<file path="src/rtl/fetch_unit_pkg.sv">
// rtl/fetch_unit_pkg.sv - shared fetch-stage types, defaults and opcode constants
package fetch_unit_pkg;

  localparam int ADDR_W_DEF  = 10;
  localparam int INSTR_W_DEF = 16;
  localparam int RESET_PC_DEF = 0;

  typedef logic [1:0] fetch_state_t;
  localparam fetch_state_t ST_REQ    = 2'd0;
  localparam fetch_state_t ST_ISSUE  = 2'd1;
  localparam fetch_state_t ST_HALTED = 2'd2;
  localparam fetch_state_t ST_ERROR  = 2'd3;

  // Decoder opcodes; the fetch stage itself never decodes them.
  localparam logic [3:0] OP_HALT = 4'h0;
  localparam logic [3:0] OP_JMPL = 4'hD;
  localparam logic [3:0] OP_JMPE = 4'hE;
  localparam logic [3:0] OP_JMP  = 4'hF;

endpackage

</file>
<file path="src/rtl/fetch_wait_timer.sv">
// rtl/fetch_wait_timer.sv - counts consecutive unanswered fetch cycles
module fetch_wait_timer #(
  parameter int MAX_WAIT = 15
) (
  input  logic clk,
  input  logic rst_n,
  input  logic clr,
  input  logic en,
  output logic expire
);

  localparam int CW = $clog2(MAX_WAIT + 1);

  logic [CW-1:0] count;

  always_ff @(posedge clk or negedge rst_n) begin
    if (!rst_n) begin
      count <= '0;
    end else if (clr) begin
      count <= '0;
    end else if (en) begin
      count <= count + 1'b1;
    end
  end

  // Fires on the cycle whose increment would bring the count to MAX_WAIT.
  assign expire = en && !clr && (count == CW'(MAX_WAIT - 1));

endmodule

</file>
<file path="src/rtl/fetch_unit.sv">
// rtl/fetch_unit.sv - instruction fetch stage: PC, imem handshake, issue hold, watchdog
module fetch_unit
  import fetch_unit_pkg::*;
#(
  parameter int ADDR_W   = ADDR_W_DEF,
  parameter int INSTR_W  = INSTR_W_DEF,
  parameter int RESET_PC = RESET_PC_DEF,
  parameter int MAX_WAIT = 15
) (
  input  logic               clk,
  input  logic               rst_n,
  output logic               imem_req,
  output logic [ADDR_W-1:0]  imem_addr,
  input  logic [INSTR_W-1:0] imem_rdata,
  input  logic               imem_valid,
  output logic [3:0]         opcode,
  output logic [11:0]        operand,
  output logic               instr_valid,
  input  logic               exec_done,
  input  logic               halt,
  input  logic               branch_taken,
  input  logic [ADDR_W-1:0]  branch_target,
  input  logic               resume,
  output logic [ADDR_W-1:0]  pc,
  output logic               halted,
  output logic               fetch_err
);

  fetch_state_t state;
  logic         wait_clr;
  logic         wait_en;
  logic         wait_expire;

  assign wait_en  = (state == ST_REQ) && !imem_valid;
  assign wait_clr = (state != ST_REQ) || imem_valid;

  fetch_wait_timer #(
    .MAX_WAIT(MAX_WAIT)
  ) u_wait_timer (
    .clk   (clk),
    .rst_n (rst_n),
    .clr   (wait_clr),
    .en    (wait_en),
    .expire(wait_expire)
  );

  always_ff @(posedge clk or negedge rst_n) begin
    if (!rst_n) begin
      state   <= ST_REQ;
      pc      <= ADDR_W'(RESET_PC);
      opcode  <= '0;
      operand <= '0;
    end else begin
      case (state)
        ST_REQ: begin
          // A returning word beats the watchdog on the same cycle.
          if (imem_valid) begin
            opcode  <= imem_rdata[15:12];
            operand <= imem_rdata[11:0];
            state   <= ST_ISSUE;
          end else if (wait_expire) begin
            state <= ST_ERROR;
          end
        end
        ST_ISSUE: begin
          if (exec_done) begin
            if (halt) begin
              pc    <= pc + 1'b1;
              state <= ST_HALTED;
            end else if (branch_taken) begin
              pc    <= branch_target;
              state <= ST_REQ;
            end else begin
              pc    <= pc + 1'b1;
              state <= ST_REQ;
            end
          end
        end
        ST_HALTED: begin
          if (resume) begin
            state <= ST_REQ;
          end
        end
        default: state <= ST_ERROR;
      endcase
    end
  end

  // Reset parks the FSM in REQ, so the request is gated off until rst_n rises.
  assign imem_req    = rst_n && (state == ST_REQ);
  assign imem_addr   = pc;
  assign instr_valid = (state == ST_ISSUE);
  assign halted      = (state == ST_HALTED);
  assign fetch_err   = (state == ST_ERROR);

endmodule
</file>
<file path="config.mk">
export PLATFORM = sky130hd
export DESIGN_NAME = fetch_unit
export DESIGN_NICKNAME = d
export VERILOG_FILES = /design/src/rtl/fetch_unit_pkg.sv /design/src/rtl/fetch_wait_timer.sv /design/src/rtl/fetch_unit.sv
export SDC_FILE = /design/constraint.sdc
export NUM_CORES = 1
export LEC_CHECK = 0
export ABC_AREA = 1
export ABC_CLOCK_PERIOD_IN_PS = 1800
export CAP_MARGIN = 20
export CORE_ASPECT_RATIO = 1.5
export CORE_UTILIZATION = 44
export CTS_BUF_LIST = sky130_fd_sc_hd__clkbuf_8
export DETAILED_ROUTE_END_ITERATION = 16
export PLACE_DENSITY = 0.82
export SLEW_MARGIN = 0
export SYNTH_ARGS = -nofsm -noshare
export SYNTH_HDL_FRONTEND = slang
export SYNTH_SLANG_ARGS = --single-unit
</file>
<file path="constraint.sdc">
create_clock -name clk -period 1.8 [get_ports clk]
set_input_delay 0.36 -clock clk [delete_from_list [all_inputs] [get_ports clk]]
set_output_delay 0.36 -clock clk [all_outputs]
set_load 0.01 [all_outputs]
</file>
Word level (Yosys, flattened, before mapping):

Cells that the tools add are included.

* input bits: 33
* bits in registers: 32
* bits in read-only memories: 0
* bits in writable memories: 0
* output and inout port bits: 40
* logic and storage cells: 37
* latch bits: 0
* memories kept: 0

* bitwise gates (word level): 0
* divide/modulo/power cells: 0
* multipliers: 0
* shift-type cells: 0
* $add $sub $neg: 2
* equality and inequality tests: 7
* $lt $le $gt $ge: 0
* reduce and logical (&&, ||, !) cells: 13
* muxes and demuxes: 10

Operators with widths (count)
* 10-bit two-way mux: 2
* 10-bit by 1-bit adder with 10-bit output, second input constant: 1
* 2-bit two-way mux: 5
* 4-bit two-way mux: 2
* 2-bit one-hot mux with 3 select lines: 1
* 4-bit by 1-bit adder with 4-bit output, second input constant: 1
* 2-bit equality test, second input constant: 2
* 4-bit equality test, second input constant: 1
* 1-bit logical AND: 4
* 2-bit AND reduction: 2
* 2-bit nonzero test: 2
* 3-bit by 2-bit != test with 1-bit output, second input constant: 1
* 3-bit AND reduction: 1
* 2-bit by 1-bit equality test with 1-bit output, second input constant: 1
* 1-bit zero test: 2
* 2-bit zero test: 1
* 2-bit by 1-bit != test with 1-bit output, second input constant: 1
* 2-bit != test, second input constant: 1
* 1-bit logical OR: 1

Logic depth before layout (Yosys ltp):

Gate-level depths: netlist of run 1.

* word-level depth: 8
* mapped depth: 9
* mapped depth without buffers: 8

Hierarchy:

A second synthesis of run 1 with hierarchy kept.

* cell total of the unflattened synthesis: 197
* area, all modules: 1775.5 um^2

By module, submodules not included
* fetch_unit: sequential area each 700.7 um^2, instances 1, area each 1560.2 um^2, cells each 170
* fetch_wait_timer: sequential area each 100.1 um^2, instances 1, area each 215.2 um^2, cells each 27

Worst setup path before layout of run 1:

OpenSTA, ideal clock, no wires.

* kind: register -> register
* start point: reg state[0]
* end point: reg opcode[0]
* data required time: 1675 ps
* setup time: 125 ps
* stages on the path, launching flop included: 6
* slack: 451 ps
* data arrival time: 1224 ps
* buffers on the path: 1
* period minus slack after synthesis: 1349 ps
* cell sequence: dfrtp_1 -> inv_1 -> ha_1 -> nand2_4 -> buf_12 -> mux2_4

* word-level cells in the longest chain between the ends: 2

RTL lines
* start: declaration: line fetch_unit.sv:29 `fetch_state_t state;`
* start signal: assignment: line fetch_unit.sv:49 `state <= ST_REQ;`
* start signal: assignment: line fetch_unit.sv:60 `state <= ST_ISSUE;`
* start signal: assignment: line fetch_unit.sv:62 `state <= ST_ERROR;`
* 2-bit zero test: line fetch_unit.sv:54 `case (state)`
* 2-bit AND reduction (no line)
* end signal: assignment: line fetch_unit.sv:58 `opcode <= imem_rdata[15:12];`
* end: declaration: line fetch_unit.sv:16 `output logic [3:0] opcode,`

No other way between the ends.
A chain may end at the register's enable or synchronous reset.

Worst setup path in the final report of run 1:

* start point: reg state[0]
* end point: out imem_req

* word-level cells in the longest chain between the ends: 2

RTL lines
* 2-bit zero test: line fetch_unit.sv:90 `assign imem_req = rst_n && (state == ST_REQ);`
* 1-bit logical AND: line fetch_unit.sv:90
* end: declaration: line fetch_unit.sv:12 `output logic imem_req,`

No other way between the ends.

==> flow_summary_export.csv, run 1 <==
group,metric,value,unit
status,run_status,"finished, final reports clean",
finish,drive_above_1_share,14.1,%
synth,synth_area_leaders,"dfrtp_1 45%, mux2_4 8.5%, nand2_1 7.4%",
timing,hold_violations,0,
global_routing,grt-ovfl-total,0,
finish,stdcell_count,305,
timing,rsz0062_at_grt,"false",
detailed_routing,ant_nets,0,
clock_network,clkLatencyLatePin,280,ps
placed_design,numPortBuffers,72,
detailed_routing,wirelength,3870,um
finish,final_net_count,301,
clock_network,cts_buffers,5,
floorplanning,row_count,27,
floorplanning,io_pins,73,
setup_path,critPathTopFamily,"buffers and inverters",
floorplanning,core_area,3750,um^2
global_routing,grt_pass1_vias,1545,
floorplanning,die_y,79.7,um
floorplanning,die_w,53.8,um
setup_path,start_kind,"flop",
hold_path,hold_path_class,"reg -> reg",
timing,relSlewSlack,73.1,%
floorplanning,start_util,47.2,%
pwr,p_leak,1.24,nW
synth,syn_avg_cell_area,9.27,um^2
job,maxCapViolations,0,
clock_network,h-tree-depth,2,
timing,setup_viol,0,
synth,synth_nets,231,
synth,yosys.area.top_type,"dfrtp_1",
setup_path,worstPathRequired,1440,ps
global_routing,antenna_found_initial,0,
synth,ys_seq_area_share,45.2,%
setup_path,cp_common_cell,"inv_1",
synth,yosys.area.top_type_share,45.2,%
timing,skew,7.23,ps
setup_path,critPathKind,"reg -> out",
setup_path,end_kind,"output pin",
setup_path,slowest_stage,"dfrtp_1",
synth,yosysUniqueCellTypes,26,
detailed_routing,via_per_inst,4.96,
placed_design,postPlaceCellArea,2470,um^2
setup_path,cp_max_fo,4,
finish,fin_area,2560,um^2
placed_design,place_congestion,0.739,
setup_path,crit_path_cell_trace,"inv_1 -> ha_1 -> nand2_1 -> inv_1 -> dlygate4sd2_1",
placed_design,pre_cts_slack,-96.9,ps
detailed_routing,vias,1513,
timing,min_period_over_period,94.9,%
clock_network,clk_root_buffer_cell,"clkbuf_8",
synth,syn_area,1770,um^2
global_routing,grt_pass1_wl,6470,um
timing,worst_slack,91.2,ps
setup_path,worstPathArrival,1350,ps
synth,synthCells,191,
synth,yosys_warnings,0,
timing,whs,495,ps
timing,max_freq,0.585,GHz
detailed_routing,post-route-drc-count,0,
clock_network,cts_buffer_depth,2,
setup_path,cpPeakStageDelay,390,ps
placed_design,dpl.hpwl,2960,um
detailed_routing,first_iter_violations,23,
clock_network,cts_tree,"done",
finish,fin_util,68.4,%
detailed_routing,avgRoutedWirePerCell,12.7,um
pwr,peakVddDrop,0.000969,V
setup_path,crit_buf_inv,3,
pwr,power.density,1580,nW/um^2
timing,worst_pin_slew,404,ps
timing,slew_violations,0,
finish,synthToLayoutAreaGrowth,44.8,%
clock_network,clkSlewWorstSetupHoldPaths,60,ps
detailed_routing,firstDrtPassIters,4,
global_routing,grt_usage,20.9,%
global_routing,grt_max_degree,33,
timing,period_minus_slack,1710,ps
placed_design,place_inst,297,
floorplanning,die-area,4290,um^2
clock_network,clock_sink_count,32,
finish,antenna_cells,0,
synth,ys_ff_latch,32,
==> cell usage in the layout, fill, tap and decap left out, types with 7 or more instances in the layout <==
cell | synthesis | layout
clkdlybuf4s50_1 | 0 | 68
dfrtp_1 | 32 | 31
ha_1 | 7 | 7
inv_1 | 24 | 25
mux2_4 | 10 | 10
nand2_1 | 35 | 35
nand3_1 | 12 | 12
nor2_1 | 14 | 14
o21ai_0 | 13 | 13
==> cells by family (layout without fill, tap and decap cells) <==
logic type	Yosys count	after routing	share of synthesized area (%)
XOR/XNOR	3	3	1.48
flip-flops	32	32	45.2
adder cells (fa/ha/maj)	7	7	4.95
buffers and inverters	40	111	11.9
AO/OA/AOI/OAI	23	23	6.71
AND/OR/NAND/NOR	70	70	17.5
multiplexers	16	16	12.3
==> registers in the layout, summed over array words and instances (netlist names) <==
signal and flops:
imem_addr 10, opcode 4, operand 12, state 2, u_wait_timer.count 4
==> per-layer routing <==
| metal | up-vias | global-route usage [%] | wire length (um) |
|---|---|---|---|
| met2 | 64 | 37.9 | 2060 |
| met5 | - | 0 | 0 |
| met1 | 705 | 21.5 | 1450 |
| li1 | 736 | - | - |
| met4 | 0 | 7.37 | 75 |
| met3 | 8 | 5.90 | 286 |
==> area by class of cell <==
type,count,area (um^2)
clock inverters,2,11.3
repair buffers,77,757
fillers,294,1190
flip-flops and latches,32,802
well taps,43,53.8
multi-input cells,119,759
inverters,26,97.6
clock buffers,6,82.6
==> synth_stat cells <==
library cell	instances
nand3_1	12
o211ai_1	1
nor2_2	2
xor2_1	2
a21oi_1	6
inv_2	2
nand2_2	1
dfrtp_1	32
ha_1	7
nand2_4	1
nor2_1	14
nand3_2	1
buf_2	2
o21ai_1	2
nand2_1	35
inv_1	24
or2_2	1
mux2_2	6
buf_12	1
o21ai_0	13
xnor2_1	1
nand4_1	2
mux2_4	10
o22ai_1	1
buf_4	11
or2_0	1
==> what timing repair did <==
item / in CTS / in global routing
pin swaps: 0 / 0
endpoints found under the setup margin: 3 / 3
hold buffers: 0 / 0
setup buffers: 0 / 0
resized for setup: 3 / 2
==> worst paths after layout <==
check / to / depth (start not counted) / slack (ps) / from
min reg2reg: u_wait_timer.count[0]$_DFF_PN0_ / 1 / 490 / u_wait_timer.count[0]$_DFF_PN0_
max: imem_req / 5 / 90 / state[0]$_DFFE_PN0P_
max reg2reg: operand[1]$_DFFE_PN0P_ / 5 / 260 / state[0]$_DFFE_PN0P_
min in group asynchronous: imem_addr[0]$_DFFE_PN0P_ / 2 / 560 / rst_n
min: u_wait_timer.count[0]$_DFF_PN0_ / 1 / 490 / u_wait_timer.count[0]$_DFF_PN0_
max in group asynchronous: imem_addr[5]$_DFFE_PN0P_ / 2 / 910 / rst_n
==> where the power goes <==
part / leakage (nW) / total (mW) / switching, mW / internal [mW]
clock network: 0.0486 / 0.563 / 0.258 / 0.305
logic: 0.805 / 2.13 / 0.887 / 1.25
registers: 0.388 / 1.36 / 0.313 / 1.05
total: 1.24 / 4.06 / 1.46 / 2.60
==> per-stage QoR <==
step | power (mW) | TNS, ps
final | 4.06 | 0
after global routing | 4.37 | 0
after CTS | 4.10 | 0
after detailed placement | 3.54 | -96.9
after global placement | 3.48 | -96.8
after floorplan | 2.56 | 0
(Power assumes the default switching activity.)
==> run 2, diff against run 1 <==
--- a/config.mk
+++ b/config.mk
@@ -12,7 +12,8 @@
 export CORE_UTILIZATION = 44
 export CTS_BUF_LIST = sky130_fd_sc_hd__clkbuf_8
 export DETAILED_ROUTE_END_ITERATION = 16
-export PLACE_DENSITY = 0.82
+export GPL_ROUTABILITY_DRIVEN = 0
+export PLACE_DENSITY = 0.87
 export SLEW_MARGIN = 0
 export SYNTH_ARGS = -nofsm -noshare
 export SYNTH_HDL_FRONTEND = slang
==> run 2 against run 1 <==
Worst hold slack gained 6.9 ps. Register-to-register slack gained 60 ps. Combinational power grew 2%. Critical path depth shrank 3. Cell count grew 0.33%. Global-route usage shrank 0.87 points. Critical path type unchanged. Highest routed layer unchanged.
==> flow_summary_export.csv, run 2 (synthesized netlist as in run 1, its figures left out) <==
group,metric,value,unit
status,run_status,"finished, final reports clean",
timing,slew_violations,0,
job,maxCapViolations,0,
pwr,intPower,2.73,mW
finish,final_cell_mix,"69 x clkdlybuf4s50_1, 35 x nand2_1, 31 x dfrtp_1",
clock_network,cts_buffers,5,
pwr,power.density,1630,nW/um^2
pwr,p_total,4.22,mW
hold_path,hold_path_class,"reg -> reg",
finish,num-fill-cells,292,
finish,drive_above_1_share,14.8,%
floorplanning,start_util,47.2,%
setup_path,end_kind,"output pin",
pwr,p_clk_share,16.5,%
timing,setup_viol,0,
pwr,peakVddDrop,0.00126,V
pwr,p_sw,1.49,mW
clock_network,clk_root_buffer_cell,"clkbuf_8",
floorplanning,die_w,53.8,um
finish,fin_area,2590,um^2
global_routing,grt_pass1_vias,1467,
setup_path,start_kind,"flop",
detailed_routing,ant_nets,0,
floorplanning,die-area,4290,um^2
global_routing,grt_pass1_wl,6270,um
clock_network,h-tree-depth,2,
clock_network,holdBufCountCts,0,
floorplanning,io_pins,73,
timing,hold_violations,0,
timing,skew,4.28,ps
pwr,p_leak,1.24,nW
clock_network,clkLatencyLatePin,280,ps
finish,regMostFlops,"operand",
finish,fin_util,69.1,%
setup_path,critPathKind,"reg -> out",
setup_path,worstPathArrival,1360,ps
timing,min_period_over_period,95.3,%
finish,seqCellArea,802,um^2
detailed_routing,post-route-drc-count,0,
global_routing,grt_max_degree,33,
clock_network,cts_tree,"done",
detailed_routing,wirelength,3800,um
clock_network,clkSlewWorstSetupHoldPaths,70,ps
detailed_routing,vias,1485,
global_routing,grt_usage,20.0,%
global_routing,grt-ovfl-total,0,
global_routing,antenna_found_initial,0,
finish,antenna_cells,0,
pwr,p_seq_share,32.1,%
timing,worst_pin_slew,401,ps
setup_path,cp_max_fo,3,
setup_path,worstPathRequired,1440,ps
finish,final_common_cell,"clkdlybuf4s50_1",
placed_design,dpl.hpwl,2910,um
floorplanning,core_area,3750,um^2
detailed_routing,first_iter_violations,44,
timing,period_minus_slack,1720,ps
finish,multi_input_area,759,um^2
clock_network,cts_buffer_depth,2,
clock_network,clock_sink_count,32,
timing,rsz0062_at_grt,"false",
finish,largest_register_ffs,12,
floorplanning,row_count,27,
pwr,sw_frac_of_total,35.3,%
timing,max_freq,0.583,GHz
setup_path,reg2reg_slack,320,ps
detailed_routing,avgRoutedWirePerCell,12.4,um
finish,synthToLayoutAreaGrowth,46.3,%
pwr,power_frac_comb,51.4,%
detailed_routing,via_per_inst,4.85,
timing,relSlewSlack,73.3,%
detailed_routing,firstDrtPassIters,4,
floorplanning,die_y,79.7,um
placed_design,postPlaceCellArea,2470,um^2
finish,final_net_count,302,
placed_design,numPortBuffers,72,
run 2: changes by cell type in the layout (fill, tap and decap cells not counted), sizes merged:
cell and change:
dlymetal6s2s -1, clkbuf -1, clkdlybuf4s50 +1, buf +1, bufinv +1
run 2: per-stage QoR:
step	hold WS (ps)	setup slack (ps)	std cells	setup TNS, ps
after floorplan	64.4	451	191	0
after global placement	480	-92.3	297	-92.3
after detailed placement	491	-82.4	297	-82.4
after CTS	505	37.7	305	0
after global routing	520	24.1	306	0
final	502	84.1	306	0
run 2: final timing paths:
check	cells after the start	to	start
worst max-delay path	2	fetch_err	state[0]$_DFFE_PN0P_
worst min-delay path	1	u_wait_timer.count[0]$_DFF_PN0_	u_wait_timer.count[0]$_DFF_PN0_
worst max register to register	5	operand[5]$_DFFE_PN0P_	state[1]$_DFFE_PN0P_
worst min register to register	1	u_wait_timer.count[0]$_DFF_PN0_	u_wait_timer.count[0]$_DFF_PN0_
max in group asynchronous	2	imem_addr[5]$_DFFE_PN0P_	rst_n
min in group asynchronous	2	imem_addr[0]$_DFFE_PN0P_	rst_n
run 2: power groups by stage:
stage               Clock (mW)  Combinational (mW)  Sequential (mW)
floorplan                    0                1.11             1.45
global placement             0                2.12             1.35
detailed placement           0                2.18             1.36
CTS                      0.709                2.17             1.36
global route             0.751                2.38             1.41
finish                   0.694                2.17             1.35
run 2: repair_timing:
action | CTS | global route
endpoints found under the setup margin | 3 | 3
setup buffers | 0 | 1
resized for setup | 3 | 1
run 2: routing by layer:
metal  vias up  part of all wire, %  track usage, %
li1        738                    -               -
met5         -                    0               0
met2        54                   55            36.5
met4         0                 0.79            6.58
met3         6                  5.8            5.90
met1       687                   38            20.5
run 2: cell type report:
class | instances | share of cell area [%]
multi-input cells | 119 | 29.3
inverters | 26 | 3.77
flip-flops and latches | 32 | 31.0
clock inverters | 3 | 1.79
clock buffers | 5 | 2.66
well taps | 43 | 2.08
repair buffers | 78 | 29.4
run 2: critical path, cell delays in order, from the launching register on:
cell	delay, ps
dfrtp_1	390
ha_1	210
clkdlybuf4s50_1	480
==> run 3, diff against run 2 <==
--- a/config.mk
+++ b/config.mk
@@ -13,6 +13,7 @@
 export CTS_BUF_LIST = sky130_fd_sc_hd__clkbuf_8
 export DETAILED_ROUTE_END_ITERATION = 16
 export GPL_ROUTABILITY_DRIVEN = 0
+export MAX_ROUTING_LAYER = met4
 export PLACE_DENSITY = 0.87
 export SLEW_MARGIN = 0
 export SYNTH_ARGS = -nofsm -noshare
==> run 3 against run 2 <==
Sequential power is essentially flat. Combinational power about the same. Clock-buffer cell count did not move. Non-clock buffer count did not move. First-iteration DRC count is the same. Largest cell class unchanged. Largest power group unchanged. Highest routed layer unchanged.
==> flow_summary_export.csv, run 3 (synthesized netlist as in run 1, its figures left out) <==
group,metric,value,unit
timing,setup_viol,0,
timing,tns,0,ps
clock_network,clkLatencyLatePin,280,ps
setup_path,worstPathArrival,1360,ps
timing,rsz0062_at_grt,"false",
finish,synthToLayoutAreaGrowth,46.3,%
clock_network,cts_buffer_depth,2,
setup_path,cpPeakStageDelay,480,ps
setup_path,startpoint,"state[0]$_DFFE_PN0P_",
pwr,sw_frac_of_total,35.3,%
timing,relSlewSlack,73.3,%
finish,drive_above_1_share,14.8,%
pwr,power.density,1630,nW/um^2
placed_design,numPortBuffers,72,
detailed_routing,avgRoutedWirePerCell,12.4,um
setup_path,reg2reg_from,"state[1]$_DFFE_PN0P_",
pwr,intPower,2.73,mW
hold_path,hold_path.startpoint,"u_wait_timer.count[0]$_DFF_PN0_",
floorplanning,row_count,27,
detailed_routing,wl_met3,189,um
pwr,p_sw,1.49,mW
setup_path,cp_max_fo,3,
finish,final_cell_mix,"69 x clkdlybuf4s50_1, 35 x nand2_1, 31 x dfrtp_1",
placed_design,pre_cts_slack,-82.4,ps
detailed_routing,post-route-drc-count,0,
floorplanning,die_w,53.8,um
setup_path,critPathKind,"reg -> out",
detailed_routing,met2_wirelength,2080,um
clock_network,h-tree-depth,2,
detailed_routing,via_per_inst,4.84,
floorplanning,core_area,3750,um^2
status,run_status,"finished, final reports clean",
setup_path,crit_path_cell_trace,"ha_1 -> clkdlybuf4s50_1",
floorplanning,start_util,47.2,%
pwr,peakVddDrop,0.00126,V
finish,fin_area,2590,um^2
pwr,p_clk_share,16.5,%
timing,worst_slack,83.9,ps
setup_path,critPathTopFamily,"buffers and inverters",
finish,antenna_cells,0,
global_routing,grt_max_degree,33,
setup_path,reg2reg_slack,320,ps
placed_design,dpl.hpwl,2910,um
finish,regMostFlops,"operand",
detailed_routing,firstDrtPassIters,4,
setup_path,cp-endpoint,"fetch_err",
timing,period_minus_slack,1720,ps
job,maxCapViolations,0,
detailed_routing,m1WireLength,1500,um
setup_path,start_kind,"flop",
detailed_routing,ant_nets,0,
detailed_routing,routed.top_layer,"met4",
pwr,power_frac_comb,51.4,%
floorplanning,die-area,4290,um^2
setup_path,crit_buf_inv,1,
clock_network,cts_buffers,5,
hold_path,hold_path_class,"reg -> reg",
timing,max_freq,0.583,GHz
clock_network,clk_root_buffer_cell,"clkbuf_8",
detailed_routing,wirelength,3800,um
global_routing,grt_pass1_vias,1467,
setup_path,cp_num_cells,2,
finish,final_net_count,302,
setup_path,end_kind,"output pin",
clock_network,clock_sink_count,32,
setup_path,worstReg2RegEnd,"operand[5]$_DFFE_PN0P_",
pwr,p_seq_share,32.1,%
floorplanning,die_y,79.7,um
timing,min_period_over_period,95.3,%
timing,skew,4.27,ps
timing,slew_violations,0,
setup_path,worstPathRequired,1440,ps
detailed_routing,first_iter_violations,44,
global_routing,grt_usage,20.5,%
placed_design,postPlaceCellArea,2470,um^2
timing,worst_pin_slew,401,ps
clock_network,cts_tree,"done",
global_routing,grt-ovfl-total,0,
setup_path,ff2ff_path_depth,5,
detailed_routing,vias,1482,
clock_network,holdBufCountCts,0,
finish,final_common_cell,"clkdlybuf4s50_1",
global_routing,antenna_found_initial,0,
pwr,p_leak,1.24,nW
finish,largest_register_ffs,12,
timing,hold_violations,0,
setup_path,slowest_stage,"clkdlybuf4s50_1",
floorplanning,io_pins,73,
global_routing,grt_pass1_wl,6270,um
clock_network,clkSlewWorstSetupHoldPaths,70,ps
==> run 3: routing by layer <==
metal,vias up,track usage (%)
met4,0,6.58
met1,684,21.0
li1,738,-
met5,-,-
met2,54,36.5
met3,6,5.14
==> run 3: worst reg2reg max path, stage by stage (launching register included) <==
cell and delay [ps]:
dfrtp_1 370, inv_1 80, ha_1 190, buf_4 140, nand2_4 210, mux2_2 370
==> run 3: stage by stage <==
stage               hold slack [ps]  total power, mW  util, %  instances
finish                          502             4.21     69.1        306
floorplan                      64.4             2.56        -        191
CTS                             505             4.24     68.8        305
detailed placement              491             3.54     65.9        297
global placement                480             3.47     65.9        297
global route                    520             4.54     69.1        306
==> run 3: how the worst min path moves through the flow <==
stage	cells after the start	endpoint
after global placement	1	u_wait_timer.count[0]$_DFF_PN0_
after floorplan	0	imem_addr[0]$_DFFE_PN0P_
after detailed placement	1	operand[10]$_DFFE_PN0P_
final	1	u_wait_timer.count[0]$_DFF_PN0_
after global routing	1	u_wait_timer.count[0]$_DFF_PN0_
after CTS	1	u_wait_timer.count[0]$_DFF_PN0_
==> run 3: layout make-up <==
type	instances	area, um^2
sequential	32	802
fill	292	1160
clock inverter	3	46.3
clock buffer	5	68.8
tap	43	53.8
inverter	26	97.6
timing repair buffer	78	762
multi-input combinational	119	759
==> run 3: repair_timing <==
item / in CTS / in global routing
setup buffers: 0 / 1
setup endpoints to repair: 3 / 3
gates resized for setup: 3 / 1
==> run 3: power groups by stage <==
stage | logic [mW] | registers [mW] | clock network, mW
2_1_floorplan | 1.11 | 1.45 | 0
3_3_place_gp | 2.12 | 1.35 | 0
3_5_place_dp | 2.18 | 1.36 | 0
4_1_cts | 2.17 | 1.36 | 0.709
5_1_grt | 2.38 | 1.41 | 0.751
6_report | 2.17 | 1.35 | 0.694
